`config.mk`:
```
export PLATFORM = sky130hd
export DESIGN_NAME = spr_nest_flat
export DESIGN_NICKNAME = d
export VERILOG_FILES = /design/src/rtl/spr_nest_if.sv /design/src/rtl/spr_nest.sv /design/src/flat_wrapper.sv
export SDC_FILE = /design/constraint.sdc
export NUM_CORES = 1
export LEC_CHECK = 0
export BUFFER_PORTS_ARGS = -buffer_cell sky130_fd_sc_hd__buf_2
export CAP_MARGIN = 10
export CORE_ASPECT_RATIO = 0.5
export CORE_UTILIZATION = 45
export DETAILED_ROUTE_END_ITERATION = 6
export HOLD_SLACK_MARGIN = 0.05
export PLACE_DENSITY = 0.72
export SLEW_MARGIN = 10
export SYNTH_ARGS = -nofsm -noshare
export SYNTH_HDL_FRONTEND = slang
export SYNTH_SLANG_ARGS = --single-unit
```
`constraint.sdc`:
```
create_clock -name clk -period 7.48 [get_ports clk]
set_input_delay 0.374 -clock clk [delete_from_list [all_inputs] [get_ports clk]]
set_output_delay 0.374 -clock clk [all_outputs]
set_load 0.03 [all_outputs]
```
`src/rtl/spr_nest_if.sv`:
```
// Interrupt-path bus between the pipeline and the nested SPR file:
// cause/PC inputs plus the SPR access port in, jisr/il/epc/mode feedback out.
interface spr_nest_if #(
  parameter int DATA_W  = 32,
  parameter int N_SPR   = 8,
  parameter int N_CAUSE = 23,
  parameter int N_EXT   = 8,
  parameter int DEPTH   = 2
) ();
  logic                         ue;
  logic [N_EXT-1:0]             ev_ext;
  logic [N_CAUSE-N_EXT-1:0]     ev_int;
  logic [DATA_W-1:0]            pc;
  logic [DATA_W-1:0]            next_pc;
  logic [DATA_W-1:0]            ea;
  logic                         eret;
  logic                         sprw;
  logic [$clog2(N_SPR)-1:0]     reg_sel;
  logic [DATA_W-1:0]            data_in;
  logic [DATA_W-1:0]            spr_out;
  logic                         jisr;
  logic [$clog2(N_CAUSE)-1:0]   il;
  logic [DATA_W-1:0]            sr;
  logic [DATA_W-1:0]            epc;
  logic                         mode;
  logic [$clog2(DEPTH+1)-1:0]   depth;
  logic                         stk_ovf;

  modport master (
    output ue, ev_ext, ev_int, pc, next_pc, ea, eret, sprw, reg_sel, data_in,
    input  spr_out, jisr, il, sr, epc, mode, depth, stk_ovf
  );

  modport slave (
    input  ue, ev_ext, ev_int, pc, next_pc, ea, eret, sprw, reg_sel, data_in,
    output spr_out, jisr, il, sr, epc, mode, depth, stk_ovf
  );
endinterface

```
`src/rtl/spr_nest.sv`:
```
// Special-purpose register file with on-chip cause collection and a
// DEPTH-entry nested save stack for {sr, epc, mode}.
module spr_nest #(
  parameter int                 DATA_W   = 32,
  parameter int                 N_SPR    = 8,
  parameter int                 N_CAUSE  = 23,
  parameter int                 N_EXT    = 8,
  parameter int                 DEPTH    = 2,
  parameter logic [N_CAUSE-1:0] RPT_MASK = '0
) (
  input  logic      clk,
  input  logic      rst_n,
  spr_nest_if.slave bus
);
  localparam int SEL_W = $clog2(N_SPR);
  localparam int IL_W  = $clog2(N_CAUSE);
  localparam int DW    = $clog2(DEPTH + 1);
  localparam int AW    = (DEPTH > 1) ? $clog2(DEPTH) : 1;
  localparam int NI    = N_CAUSE - N_EXT;
  localparam int NS    = 1 << SEL_W;
  localparam int NSLOT = 1 << AW;

  localparam logic [SEL_W-1:0] IDX_SR    = SEL_W'(3'd0);
  localparam logic [SEL_W-1:0] IDX_ESR   = SEL_W'(3'd1);
  localparam logic [SEL_W-1:0] IDX_ECA   = SEL_W'(3'd2);
  localparam logic [SEL_W-1:0] IDX_EPC   = SEL_W'(3'd3);
  localparam logic [SEL_W-1:0] IDX_EDATA = SEL_W'(3'd4);
  localparam logic [SEL_W-1:0] IDX_MODE  = SEL_W'(3'd7);
  localparam logic [AW-1:0]    SLOT_LAST = AW'(DEPTH - 1);

  logic [DATA_W-1:0] spr_q   [NS];
  logic [DATA_W-1:0] spr_d   [NS];
  logic [DATA_W-1:0] ssr_q   [NSLOT];
  logic [DATA_W-1:0] ssr_d   [NSLOT];
  logic [DATA_W-1:0] sepc_q  [NSLOT];
  logic [DATA_W-1:0] sepc_d  [NSLOT];
  logic              smode_q [NSLOT];
  logic              smode_d [NSLOT];
  logic              mode_q, mode_d;
  logic [DW-1:0]     depth_q, depth_d;
  logic              ovf_q, ovf_d;
  logic [N_EXT-1:0]  pend_q, pend_d;

  logic [N_CAUSE-1:0] ca_s, mca_s;
  logic [IL_W-1:0]    il_s;
  logic               jisr_s;
  logic [N_EXT-1:0]   clr_s;
  logic [AW-1:0]      top_s, push_s;
  logic [DATA_W-1:0]  epc_sel_s, rd_s;

  // Cause collection, masking, priority encode and pending-latch update
  always_comb begin
    ca_s   = {bus.ev_int & {NI{bus.ue}}, pend_q};
    mca_s  = ca_s & {spr_q[IDX_SR][N_CAUSE-1:1], 1'b1};
    il_s   = '0;
    for (int i = N_CAUSE - 1; i >= 0; i--) begin
      il_s = mca_s[i] ? IL_W'(i) : il_s;
    end
    jisr_s = bus.ue & (|mca_s);
    // a line still high while being cleared re-enters through the OR
    clr_s  = (jisr_s && (il_s < IL_W'(N_EXT))) ? (N_EXT'(1'b1) << il_s) : '0;
    pend_d = (pend_q & ~clr_s) | bus.ev_ext;
    top_s  = (depth_q != '0) ? AW'(depth_q - DW'(1'b1)) : '0;
    push_s = AW'(depth_q);
    epc_sel_s = RPT_MASK[il_s] ? bus.pc : bus.next_pc;
  end

  // SPR read port
  always_comb begin
    rd_s = '0;
    if (int'(bus.reg_sel) < N_SPR) begin
      case (bus.reg_sel)
        IDX_ESR:  rd_s = ssr_q[top_s];
        IDX_EPC:  rd_s = sepc_q[top_s];
        IDX_MODE: rd_s = DATA_W'(mode_q);
        default:  rd_s = spr_q[bus.reg_sel];
      endcase
    end else begin
      rd_s = '0;
    end
  end

  // Edge action selection: jisr, then eret, then sprw
  always_comb begin
    spr_d   = spr_q;
    ssr_d   = ssr_q;
    sepc_d  = sepc_q;
    smode_d = smode_q;
    mode_d  = mode_q;
    depth_d = depth_q;
    ovf_d   = ovf_q;
    if (jisr_s) begin
      if (depth_q < DW'(DEPTH)) begin
        ssr_d[push_s]   = spr_q[IDX_SR];
        sepc_d[push_s]  = epc_sel_s;
        smode_d[push_s] = mode_q;
        depth_d         = depth_q + DW'(1'b1);
      end else begin
        for (int i = 0; i < DEPTH - 1; i++) begin
          ssr_d[i]   = ssr_q[i+1];
          sepc_d[i]  = sepc_q[i+1];
          smode_d[i] = smode_q[i+1];
        end
        ssr_d[SLOT_LAST]   = spr_q[IDX_SR];
        sepc_d[SLOT_LAST]  = epc_sel_s;
        smode_d[SLOT_LAST] = mode_q;
        ovf_d              = 1'b1;
      end
      spr_d[IDX_SR]    = '0;
      spr_d[IDX_ECA]   = DATA_W'(mca_s);
      spr_d[IDX_EDATA] = bus.ea;
      mode_d           = 1'b0;
    end else if (bus.ue && bus.eret) begin
      spr_d[IDX_SR] = ssr_q[top_s];
      mode_d        = smode_q[top_s];
      if (depth_q != '0) begin
        depth_d = depth_q - DW'(1'b1);
      end else begin
        depth_d = depth_q;
      end
    end else if (bus.ue && bus.sprw && (int'(bus.reg_sel) < N_SPR)) begin
      case (bus.reg_sel)
        IDX_ESR:  ssr_d[top_s]  = bus.data_in;
        IDX_EPC:  sepc_d[top_s] = bus.data_in;
        IDX_MODE: mode_d        = bus.data_in[0];
        default:  spr_d[bus.reg_sel] = bus.data_in;
      endcase
    end else begin
      depth_d = depth_q;
    end
  end

  // State registers
  always_ff @(posedge clk or negedge rst_n) begin
    if (!rst_n) begin
      for (int i = 0; i < NS; i++) begin
        spr_q[i] <= '0;
      end
      for (int i = 0; i < NSLOT; i++) begin
        ssr_q[i]   <= '0;
        sepc_q[i]  <= '0;
        smode_q[i] <= 1'b0;
      end
      mode_q  <= 1'b0;
      depth_q <= '0;
      ovf_q   <= 1'b0;
      pend_q  <= '0;
    end else begin
      spr_q   <= spr_d;
      ssr_q   <= ssr_d;
      sepc_q  <= sepc_d;
      smode_q <= smode_d;
      mode_q  <= mode_d;
      depth_q <= depth_d;
      ovf_q   <= ovf_d;
      pend_q  <= pend_d;
    end
  end

  assign bus.spr_out = rd_s;
  assign bus.jisr    = jisr_s;
  assign bus.il      = il_s;
  assign bus.sr      = spr_q[IDX_SR];
  assign bus.epc     = sepc_q[top_s];
  assign bus.mode    = mode_q;
  assign bus.depth   = depth_q;
  assign bus.stk_ovf = ovf_q;
endmodule

```
`src/flat_wrapper.sv`:
```
// flat-port wrapper written by rule: the top's interface ports become plain ports
module spr_nest_flat 
#(
  parameter int                 DATA_W   = 32,
  parameter int                 N_SPR    = 8,
  parameter int                 N_CAUSE  = 23,
  parameter int                 N_EXT    = 8,
  parameter int                 DEPTH    = 2,
  parameter logic [N_CAUSE-1:0] RPT_MASK = '0
)
  (clk, rst_n, bus_ue, bus_ev_ext, bus_ev_int, bus_pc, bus_next_pc, bus_ea, bus_eret, bus_sprw, bus_reg_sel, bus_data_in, bus_spr_out, bus_jisr, bus_il, bus_sr, bus_epc, bus_mode, bus_depth, bus_stk_ovf);
  spr_nest_if #(.DATA_W(DATA_W), .N_SPR(N_SPR), .N_CAUSE(N_CAUSE), .N_EXT(N_EXT), .DEPTH(DEPTH)) bus_i ();
  input  logic clk;
  input  logic rst_n;
  input wire logic [$bits(bus_i.ue)-1:0] bus_ue;
  input wire logic [$bits(bus_i.ev_ext)-1:0] bus_ev_ext;
  input wire logic [$bits(bus_i.ev_int)-1:0] bus_ev_int;
  input wire logic [$bits(bus_i.pc)-1:0] bus_pc;
  input wire logic [$bits(bus_i.next_pc)-1:0] bus_next_pc;
  input wire logic [$bits(bus_i.ea)-1:0] bus_ea;
  input wire logic [$bits(bus_i.eret)-1:0] bus_eret;
  input wire logic [$bits(bus_i.sprw)-1:0] bus_sprw;
  input wire logic [$bits(bus_i.reg_sel)-1:0] bus_reg_sel;
  input wire logic [$bits(bus_i.data_in)-1:0] bus_data_in;
  output wire logic [$bits(bus_i.spr_out)-1:0] bus_spr_out;
  output wire logic [$bits(bus_i.jisr)-1:0] bus_jisr;
  output wire logic [$bits(bus_i.il)-1:0] bus_il;
  output wire logic [$bits(bus_i.sr)-1:0] bus_sr;
  output wire logic [$bits(bus_i.epc)-1:0] bus_epc;
  output wire logic [$bits(bus_i.mode)-1:0] bus_mode;
  output wire logic [$bits(bus_i.depth)-1:0] bus_depth;
  output wire logic [$bits(bus_i.stk_ovf)-1:0] bus_stk_ovf;
  assign bus_i.ue = bus_ue;
  assign bus_i.ev_ext = bus_ev_ext;
  assign bus_i.ev_int = bus_ev_int;
  assign bus_i.pc = bus_pc;
  assign bus_i.next_pc = bus_next_pc;
  assign bus_i.ea = bus_ea;
  assign bus_i.eret = bus_eret;
  assign bus_i.sprw = bus_sprw;
  assign bus_i.reg_sel = bus_reg_sel;
  assign bus_i.data_in = bus_data_in;
  assign bus_spr_out = bus_i.spr_out;
  assign bus_jisr = bus_i.jisr;
  assign bus_il = bus_i.il;
  assign bus_sr = bus_i.sr;
  assign bus_epc = bus_i.epc;
  assign bus_mode = bus_i.mode;
  assign bus_depth = bus_i.depth;
  assign bus_stk_ovf = bus_i.stk_ovf;
  spr_nest #(.DATA_W(DATA_W), .N_SPR(N_SPR), .N_CAUSE(N_CAUSE), .N_EXT(N_EXT), .DEPTH(DEPTH), .RPT_MASK(RPT_MASK)) u_core (.clk(clk), .rst_n(rst_n), .bus(bus_i));
endmodule
```
---- After elaboration in Yosys (flattened, before gate mapping) ----
Memory sizes are Yosys's and may differ from the RTL's.
Index checks and enable logic that the tools add are counted.
W data, S select, Z words.
cells by class
  muxes and demuxes ....................... 80
  reductions and logical operators ........ 24
  equal/unequal tests ..................... 7
  shift operators ......................... 1
  order comparisons ....................... 9
  $add $sub $neg .......................... 2
  bitwise gates (word level) .............. 13
operators by type and width
  operator               count
  $mux W64               10
  $mux W256              2
  $mux W32               16
  $bwmux W256            1
  $bwmux W64             4
  $mux W192              1
  $mux W5                23
  $bmux W32 S3           1
  $demux W32 S3          1
  $pmux W32 S3           1
  $demux W32 S1          2
  $and A23 B23 Y23       1
  $reduce_or A23 Y1      1
  $and A15 B15 Y15       1
  $reduce_and A3 Y1      4
  $reduce_bool A2 Y1     6
  $mux W1                10
  $mux W2                5
  $and A8 B8 Y8          1
  $mux W8                1
  $not A8 Y8             1
  $or A8 B8 Y8           1
  $shl A1 B5 Y8 const A  1
  $logic_and A1 B1 Y1    6
  other kinds (25)       35
word-level totals
  register bits after elaboration ......... 398
  logic and storage cells ................. 155
  output and inout bits ................... 106
  memories kept ........................... 1
  memory bits (read-only) ................. 32
  input bits .............................. 159
memory list
  name             depth  bits a word  rd ports  clocked after Yosys merged registers in  write ports  RTL line        RTL
  (no name shown)  32     1            1         0                                        0            spr_nest.sv:65  epc_sel_s = RPT_MASK[il_s] ? bus.pc : bus.next_pc;

---- Longest topological paths before layout ----
Gate-level depths: netlist of the first run.
  depth in word-level cells ............... 31
  depth in mapped cells ................... 11
  mapped depth without buffers ............ 7

---- Least setup slack after synthesis of the first run ----
Ideal clock, no wire load.
  kind .................................... reg-to-output
  from .................................... register u_core.depth_q[0] (netlist: u_core.bus.depth[0])
  to ...................................... output bus_spr_out[30]
  cell stages (with the launch flop) ...... 12
  path slack .............................. 3.919 ns
  arrival ................................. 3.187 ns
  cell sequence ........................... dfrtp_1 > inv_1 > buf_1 > ha_1 > clkbuf_1 > clkbuf_1 > buf_1 > mux2_2 > a21oi_1 > nor2_1 > o21ai_0 > o21ai_0
on the way
  word-level cells in the longest chain between the ends .. 7
  elaborated cells on any way between the ends .. 11
  those cells by class .................... 1 x add/sub; 8 x mux; 1 x bitwise; 1 x reduce/logical
RTL lines
  what                                                        RTL line            RTL
  start: declaration                                          spr_nest.sv:40      logic [DW-1:0] depth_q, depth_d;
  start signal: assignment                                    spr_nest.sv:154     depth_q <= depth_d;
  $sub A2 B1 Y2 / $reduce_bool A2 Y1 (equally long branches)  spr_nest.sv:63      top_s = (depth_q != '0) ? AW'(depth_q - DW'(1'b1)) : '0;
  $mux W1 (*)                                                 spr_nest.sv:63
  $not A1 Y2 (*)                                              n/a
  $mux W32 (*) (3 in a row)                                   n/a
  net bus_epc[30]                                             flat_wrapper.sv:29  output wire logic [$bits(bus_i.epc)-1:0] bus_epc;
  $pmux W32 S3 (*)                                            spr_nest.sv:72      case (bus.reg_sel)
  end: declaration                                            flat_wrapper.sv:25  output wire logic [$bits(bus_i.spr_out)-1:0] bus_spr_out;
Mark *: on every way through the listed nets, which the timed path passes. The rest lies on a longest branch. The select of a mux whose other input is x is not followed.

---- Final worst setup path of the first run ----
  from .................................... register u_core.depth_q[0] (netlist: u_core.bus.depth[0])
  to ...................................... output bus_spr_out[14]
on the way
  word-level cells in the longest chain between the ends .. 7
  elaborated cells on any way between the ends .. 11
  those cells by class .................... 1 x add/sub; 8 x mux; 1 x bitwise; 1 x reduce/logical
RTL lines
  what                                                        RTL line
  $sub A2 B1 Y2 / $reduce_bool A2 Y1 (equally long branches)  spr_nest.sv:63
  $mux W1 (*)                                                 spr_nest.sv:63
  $not A1 Y2 (implied by the code) (*)                        spr_nest.sv:73, spr_nest.sv:74
  $mux W32, on equally long branches (3 in a row)             spr_nest.sv:74, spr_nest.sv:73
  $pmux W32 S3 (*)                                            spr_nest.sv:72
Every way passes the cells marked *; elsewhere a longest branch is shown, timed or not. The select of a mux whose other input is x is not followed.

==> impl_metrics.ini, run 1 <==
[critical_path]
crit_path_max_fanout = 41
crit_end = bus_spr_out[14]
r2r_cells = 6
worstSetupStartpoint = u_core.bus.depth[0]
crit_required_ns = 7.11
reg2reg_to = u_core.sepc_q[56]
reg2reg_setup_slack_ns = 3.30
cp-end-kind = output port
r2r_start = u_core.bus.sr[12]
startpoint_type = register
critPathKind = register to output port
cp.arrival_ns = 3.95

[synth]
synth_cells = 1870
synth_nets = 2032
ys_seq_area_share_pct = 45.2
synth_area_leaders = dfrtp_1, nand2_1, mux2_2
synth_top_cell_area_share_pct = 45.2
yosys.cell_types.count = 69
synth_warnings = 0
syn_avg_cell_area_um2 = 9.36
synth_area_leader_cell = dfrtp_1
async_reset_ff_share_pct = 100
synth_flop_cell = dfrtp_1
synth-seq-cells = 316
synth_edf_count = 0
syn_area_um2 = 17500

[sta]
maxSlewViolCount = 0
holdWs_ns = 0.0477
worst_clock_skew_ns = 0.0155
clock.fmax_mhz = 231
tns_ns = 0
fin_crit_sh_pct = 57.8
worst_slew_pin_slew_ns = 1.13
period_minus_slack_ns = 4.33
slew_headroom_pct = 24.7
final_hold_viol_count = 0
setup_viol = 0
rsz0062_at_grt = no

[cells_and_area]
fillCellCount = 3427
seq_area_um2 = 7910
nets = 2165
area_delta_synth_final_pct = 14.4
drive_above_1_share_pct = 21.2
final_common_cell = dfrtp_1
multi_input_area_um2 = 8640
final_cell_mix = dfrtp_1, nand2_1, buf_2

[route]
routed_wirelength_um = 68900
ant_nets = 0
first_pass_iters = 7
post_drt_via_cell_ratio = 6.43
vias = 16400
drc = 20
m1WireLength_um = 28900
dr.first_iter.drc_count = 2324
highest_layer = met4
wire_per_inst_um = 27.1
routed-wl-met2_um = 28400
dr_wl_met3_um = 9810

[place]
gp_congestion = 1.02
dp_hpwl_um = 45100
io_buffers = 232

[clock_network]
cts_resized = 0
cts.path.max_buffers = 3
cts_tree = yes
clk_latency_ns = 0.58
clkSlewWorstSetupHoldPaths_ns = 0.06
cts-root-buf = clkbuf_16
htree_num_levels = 1
clock_sinks = 316
numCtsBuffers = 30

[floorplan]
ios = 265
die_h_um = 141
core_area_um2 = 37800
fp.dieArea_um2 = 39800
rows = 50
initial_core_util_pct = 46.3
fp.dieW_um = 281

[grt]
grt_usage_pct = 34.1
grt_pass1_vias = 14900
grt.overflow.total = 0
grt_max_degree = 184
antenna_found_initial = 2
grt_pass1_wl_um = 100000

[pwr]
p_leak_nw = 9.25
power_density_nw_per_um2 = 413
ir_drop_uv = 248

[hold_path]
hold_class = primary input to register

[outcome]
failed_checks = design-rule violations
status = finished, violations left

[run]
cap_violations = 0
==> synth_stat cells, types with 3 or more instances <==
cell type	count
a32o_1	3
o21ai_0	189
a2bb2oi_1	66
nor2b_1	3
mux4_2	4
a221o_1	31
nand2_1	305
a22oi_1	24
o21a_1	4
buf_6	4
mux2_2	93
nor2_1	142
and3_1	29
a22o_1	53
buf_1	11
buf_2	33
nand3_1	19
a21o_1	5
a211oi_1	6
clkbuf_1	106
dfrtp_1	316
o211ai_1	5
nor3b_1	4
mux2_1	39
a221oi_1	9
o22a_1	3
a21oi_1	84
buf_4	42
a31oi_1	77
o22ai_1	21
nor3_1	8
clkbuf_2	3
nand2b_1	5
and2_1	7
mux2i_1	66
inv_1	8
ha_1	3
==> final cells by class <==
type | count | area share [%]
timing repair buffer | 300 | 8.93
clock inverter | 6 | 0.418
sequential | 316 | 39.5
multi-input combinational | 1345 | 43.1
inverter | 10 | 0.187
clock buffer | 46 | 4.60
antenna | 3 | 0.0375
tap | 520 | 3.25
==> how the worst min path moves through the flow <==
stage                     startpoint                  end  cells after the start
global route               bus_ea[3]     u_core.spr_q[99]                      3
floorplan                      rst_n  u_core.bus.depth[0]                      0
finish                     bus_ea[3]     u_core.spr_q[99]                      3
global placement     u_core.spr_q[8]      u_core.spr_q[8]                      0
CTS                        bus_ea[4]    u_core.spr_q[100]                      3
detailed placement  u_core.spr_q[20]     u_core.spr_q[20]                      0
==> state kept, by name, summed over array words and instances (netlist names) <==
signal              cells
u_core.bus.mode         1
u_core.sepc_q          64
u_core.bus.stk_ovf      1
u_core.bus.depth        2
u_core.ssr_q           64
u_core.bus.sr          32
u_core.spr_q          142
u_core.pend_q           8
u_core.smode_q          2
==> power by group <==
group          internal [mW]  switching [mW]
sequential              2.31           0.476
clock                  0.912           0.703
combinational           1.42            2.45
==> cell families (layout without fill, tap and decap cells) <==
family | after synthesis | count (layout) | share of synthesized area (%)
other cells | 0 | 3 | 0
simple gates | 539 | 539 | 13.1
fa+ha+maj | 3 | 3 | 0.214
flops | 316 | 316 | 45.2
buf+inv | 209 | 362 | 5.81
compound gates | 600 | 600 | 22.9
mux | 202 | 202 | 12.8
xor+xnor | 1 | 1 | 0.0500
==> timing repair <==
item | in CTS | in global routing
hold buffers | 37 | 0
setup buffers | 0 | 0
endpoints found under the hold margin | 106 | 0
==> metal layers <==
layer,vias up,GRT usage [%]
li1,7019,-
met1,8102,50.7
met2,1116,46.6
met3,132,11.6
met4,0,9.26
met5,-,0
==> metrics by stage <==
| stage | setup slack (ns) | std cells | area [µm²] | power (mW) | utilization [%] |
|---|---|---|---|---|---|
| after floorplan | 3.92 | 1870 | 17500 | 5.34 | - |
| after global placement | 3.45 | 2454 | 18700 | 6.45 | 49.3 |
| after detailed placement | 3.43 | 2454 | 18700 | 6.53 | 49.3 |
| after CTS | 3.43 | 2543 | 20000 | 8.14 | 52.9 |
| after global routing | 3.10 | 2545 | 20000 | 8.60 | 52.9 |
| final | 3.15 | 2546 | 20000 | 8.27 | 52.9 |
==> worst max-delay path, stage by stage (launching register included) <==
cell and delay [ns]:
dfrtp_1 0.46, inv_1 0.16, ha_4 0.63, buf_4 0.53
mux2_2 0.26, a21oi_1 0.06, o21ai_0 0.81, o21a_1 0.22
buf_2 0.20
Power figures use the tool's default switching activity.
==> run 2: changes to the inputs <==
--- a/config.mk
+++ b/config.mk
@@ -5,6 +5,7 @@
 export SDC_FILE = /design/constraint.sdc
 export NUM_CORES = 1
 export LEC_CHECK = 0
+export ABC_AREA = 1
 export BUFFER_PORTS_ARGS = -buffer_cell sky130_fd_sc_hd__buf_2
 export CAP_MARGIN = 10
 export CORE_ASPECT_RATIO = 0.5
==> constraint.sdc (replaced) <==
create_clock -name clk -period 4.3 [get_ports clk]
set_input_delay 0.215 -clock clk [delete_from_list [all_inputs] [get_ports clk]]
set_output_delay 0.215 -clock clk [all_outputs]
set_load 0.03 [all_outputs]
==> run 2 against run 1 <==
The run now ends clean. Register-to-register slack got worse by 3.0 ns. Sequential power rose by 82%. Synthesized cell count rose by 21%. Core utilization rose by 0.59 points. Global-route usage rose by 0.056 points. Via count rose by 11%. Die area rose by 10%. Worst hold slack improved by 0.021 ns. Routed wire length rose by 11%. Non-clock buffer count rose by 58. Clock-buffer cell count rose by 11. First-iteration DRC count rose by 23%. Critical endpoint is now bus_spr_out[7]. Highest routed layer is now met5.
==> impl_metrics.ini, run 2 <==
[synth]
synth_area_leaders = dfrtp_1, nand2_1, inv_1
synth_warnings = 0
synth_flop_cell = dfrtp_1
synthTopCellsByCount = dfrtp_1, nand2_1, inv_1
synth_top_cell_area_share_pct = 48.8
ys_seq_area_share_pct = 48.8
synth_cells = 2266
synth_edf_count = 0
synth_nets = 2428
async_reset_ff_share_pct = 100
yosysMostFrequentCell = dfrtp_1
synth_area_leader_cell = dfrtp_1
yosys.cell_types.count = 49
syn_avg_cell_area_um2 = 8.53
synth-seq-cells = 377
syn_area_um2 = 19300

[clock_network]
clk_latency_ns = 0.55
htree_num_levels = 2
cts-root-buf = clkbuf_16
numCtsBuffers = 38
post-cts-setup-buffers = 0
clock_sinks = 377
clkSlewWorstSetupHoldPaths_ns = 0.06
cts_tree = yes
cts.path.max_buffers = 3

[grt]
grt_pass1_vias = 16900
grt_max_degree = 127
grt.overflow.total = 0
grt_pass1_wl_um = 110000
antenna_found_initial = 1
grt_usage_pct = 34.2

[pwr]
p_sw_share_pct = 45.2
p_clk_share_pct = 21.3
netSwitchingPower_mw = 7.19
power_density_nw_per_um2 = 704
ir_drop_uv = 380
seq_power_share_pct = 32.0
p_comb_share_pct = 46.8
p_leak_nw = 10.8
p_int_mw = 8.70

[critical_path]
worstSetupStartpoint = u_core.bus.depth[0]
critPathKind = register to output port
crit_slowest_cell = o21ai_0
cp.arrival_ns = 3.98
slowest_delay_ns = 1.12
crit_path_max_fanout = 39
crit_chain = inv_1 > ha_4 > inv_2 > o21ai_0 > a21oi_1 > a32oi_1 > buf_2
reg2reg_setup_slack_ns = 0.28
r2r_start = u_core.bus.sr[1]
reg2reg_to = u_core.spr_q[100]
crit_end = bus_spr_out[7]
startpoint_type = register
crit_required_ns = 4.09
r2r_cells = 13
cp-end-kind = output port

[hold_path]
worstHoldStart = bus_ev_int[9]
hold_class = primary input to register

[route]
routed_wirelength_um = 76200
vias = 18200
post_drt_via_cell_ratio = 6.05
drc = 0
dr.first_iter.drc_count = 2859
first_pass_iters = 7
wire_per_inst_um = 25.3
ant_nets = 0

[floorplan]
fp.dieW_um = 295
rows = 53
die_h_um = 149
core_area_um2 = 42200
initial_core_util_pct = 45.9
ios = 265
fp.dieArea_um2 = 43900

[place]
dp_hpwl_um = 51900
gp_congestion = 0.995
io_buffers = 232

[sta]
worst_clock_skew_ns = 0.0120
fin_crit_sh_pct = 97.7
setup_viol = 0
clock.fmax_mhz = 238
slew_headroom_pct = 11.4
rsz0062_at_grt = no
worst_slew_pin_slew_ns = 1.31
final_hold_viol_count = 0
tns_ns = 0
period_minus_slack_ns = 4.20
maxSlewViolCount = 0

[cells_and_area]
nets = 2573
final_common_cell = dfrtp_1
largestRegisters = u_core.spr_q (203), u_core.sepc_q (64), u_core.ssr_q (64)
final_cell_mix = dfrtp_1, nand2_1, inv_1
regMostFlops = u_core.spr_q
largest_reg_flops = 203
drive_above_1_share_pct = 17.7
area_delta_synth_final_pct = 16.7
final_util_pct = 53.5

[run]
cap_violations = 0

[outcome]
status = completed
[run 2: cell types whose count changed in the layout (fill, tap and decap cells not counted), moves of 62 or more]
cell and change:
mux2_2 -85, dfrtp_1 +62, o22ai_1 +62, o221ai_1 +81, mux2i_1 -66, inv_1 +295
a2bb2oi_1 -66
[run 2: worst min path at each step]
stage	to	cells after the start
5_1_grt	u_core.spr_q[162]	3
2_1_floorplan	u_core.bus.depth[0]	0
3_5_place_dp	u_core.spr_q[143]	1
4_1_cts	u_core.spr_q[177]	3
3_3_place_gp	u_core.spr_q[143]	1
6_report	u_core.spr_q[177]	3
[run 2: power by group through the flow]
| stage | Clock [mW] | Sequential [mW] | Combinational (mW) |
|---|---|---|---|
| 2_1_floorplan | 0 | 4.95 | 4.98 |
| 3_3_place_gp | 0 | 5.06 | 6.93 |
| 3_5_place_dp | 0 | 5.10 | 7.05 |
| 4_1_cts | 3.38 | 5.04 | 7.17 |
| 5_1_grt | 3.51 | 5.15 | 7.87 |
| 6_report | 3.38 | 5.08 | 7.43 |
[run 2: cells by family after synthesis]
family,share of synthesized area [%]
and+or+nand+nor,12.5
DFF,48.8
xor gates and xnor gates,0.0453
muxes,3.26
AOI/OAI and AO/OA,23.1
buffers and inverters,12.1
adders and majority gates,0.194
[run 2: layout make-up]
cell class	instances	area (µm²)
antenna	1	2.50
fill	3866	19600
sequential	377	9430
clock inverter	8	68.8
clock buffer	57	1160
inverter	308	1160
timing repair buffer	358	2400
multi-input combinational	1328	7630
tap	577	722
[run 2: what timing repair did]
action | 4_1_cts | 5_1_grt
hold buffers | 82 | 0
hold endpoints to repair | 176 | 0
gates resized for setup | 0 | 0
[run 2: stage by stage]
stage | hold slack (ns) | total power [mW] | std cells | setup WS [ns] | area [µm²]
3_3_place_gp | 0.251 | 12.0 | 2866 | 1.06 | 20500
2_1_floorplan | -0.0806 | 9.93 | 2266 | 1.08 | 19300
5_1_grt | 0.0701 | 16.5 | 3013 | 0.0521 | 22600
4_1_cts | 0.0511 | 15.6 | 3013 | 0.406 | 22600
6_report | 0.0692 | 15.9 | 3014 | 0.100 | 22600
3_5_place_dp | 0.248 | 12.2 | 2866 | 1.01 | 20500
[run 2: routing by layer]
metal,share of wire [%],global-route usage [%],up-vias
met5,0.18,2.33,-
met4,3.2,9.82,4
met3,17,18.8,203
met2,39,44.8,1271
met1,40,47.3,8829
li1,-,-,7935
[run 2: critical path, delay by kind of cell, from the launching register on]
family / cells / cell delay, ns
flops: 1 / 0.42
compound gates: 3 / 1.77
buf+inv: 3 / 0.79
fa+ha+maj: 1 / 0.44
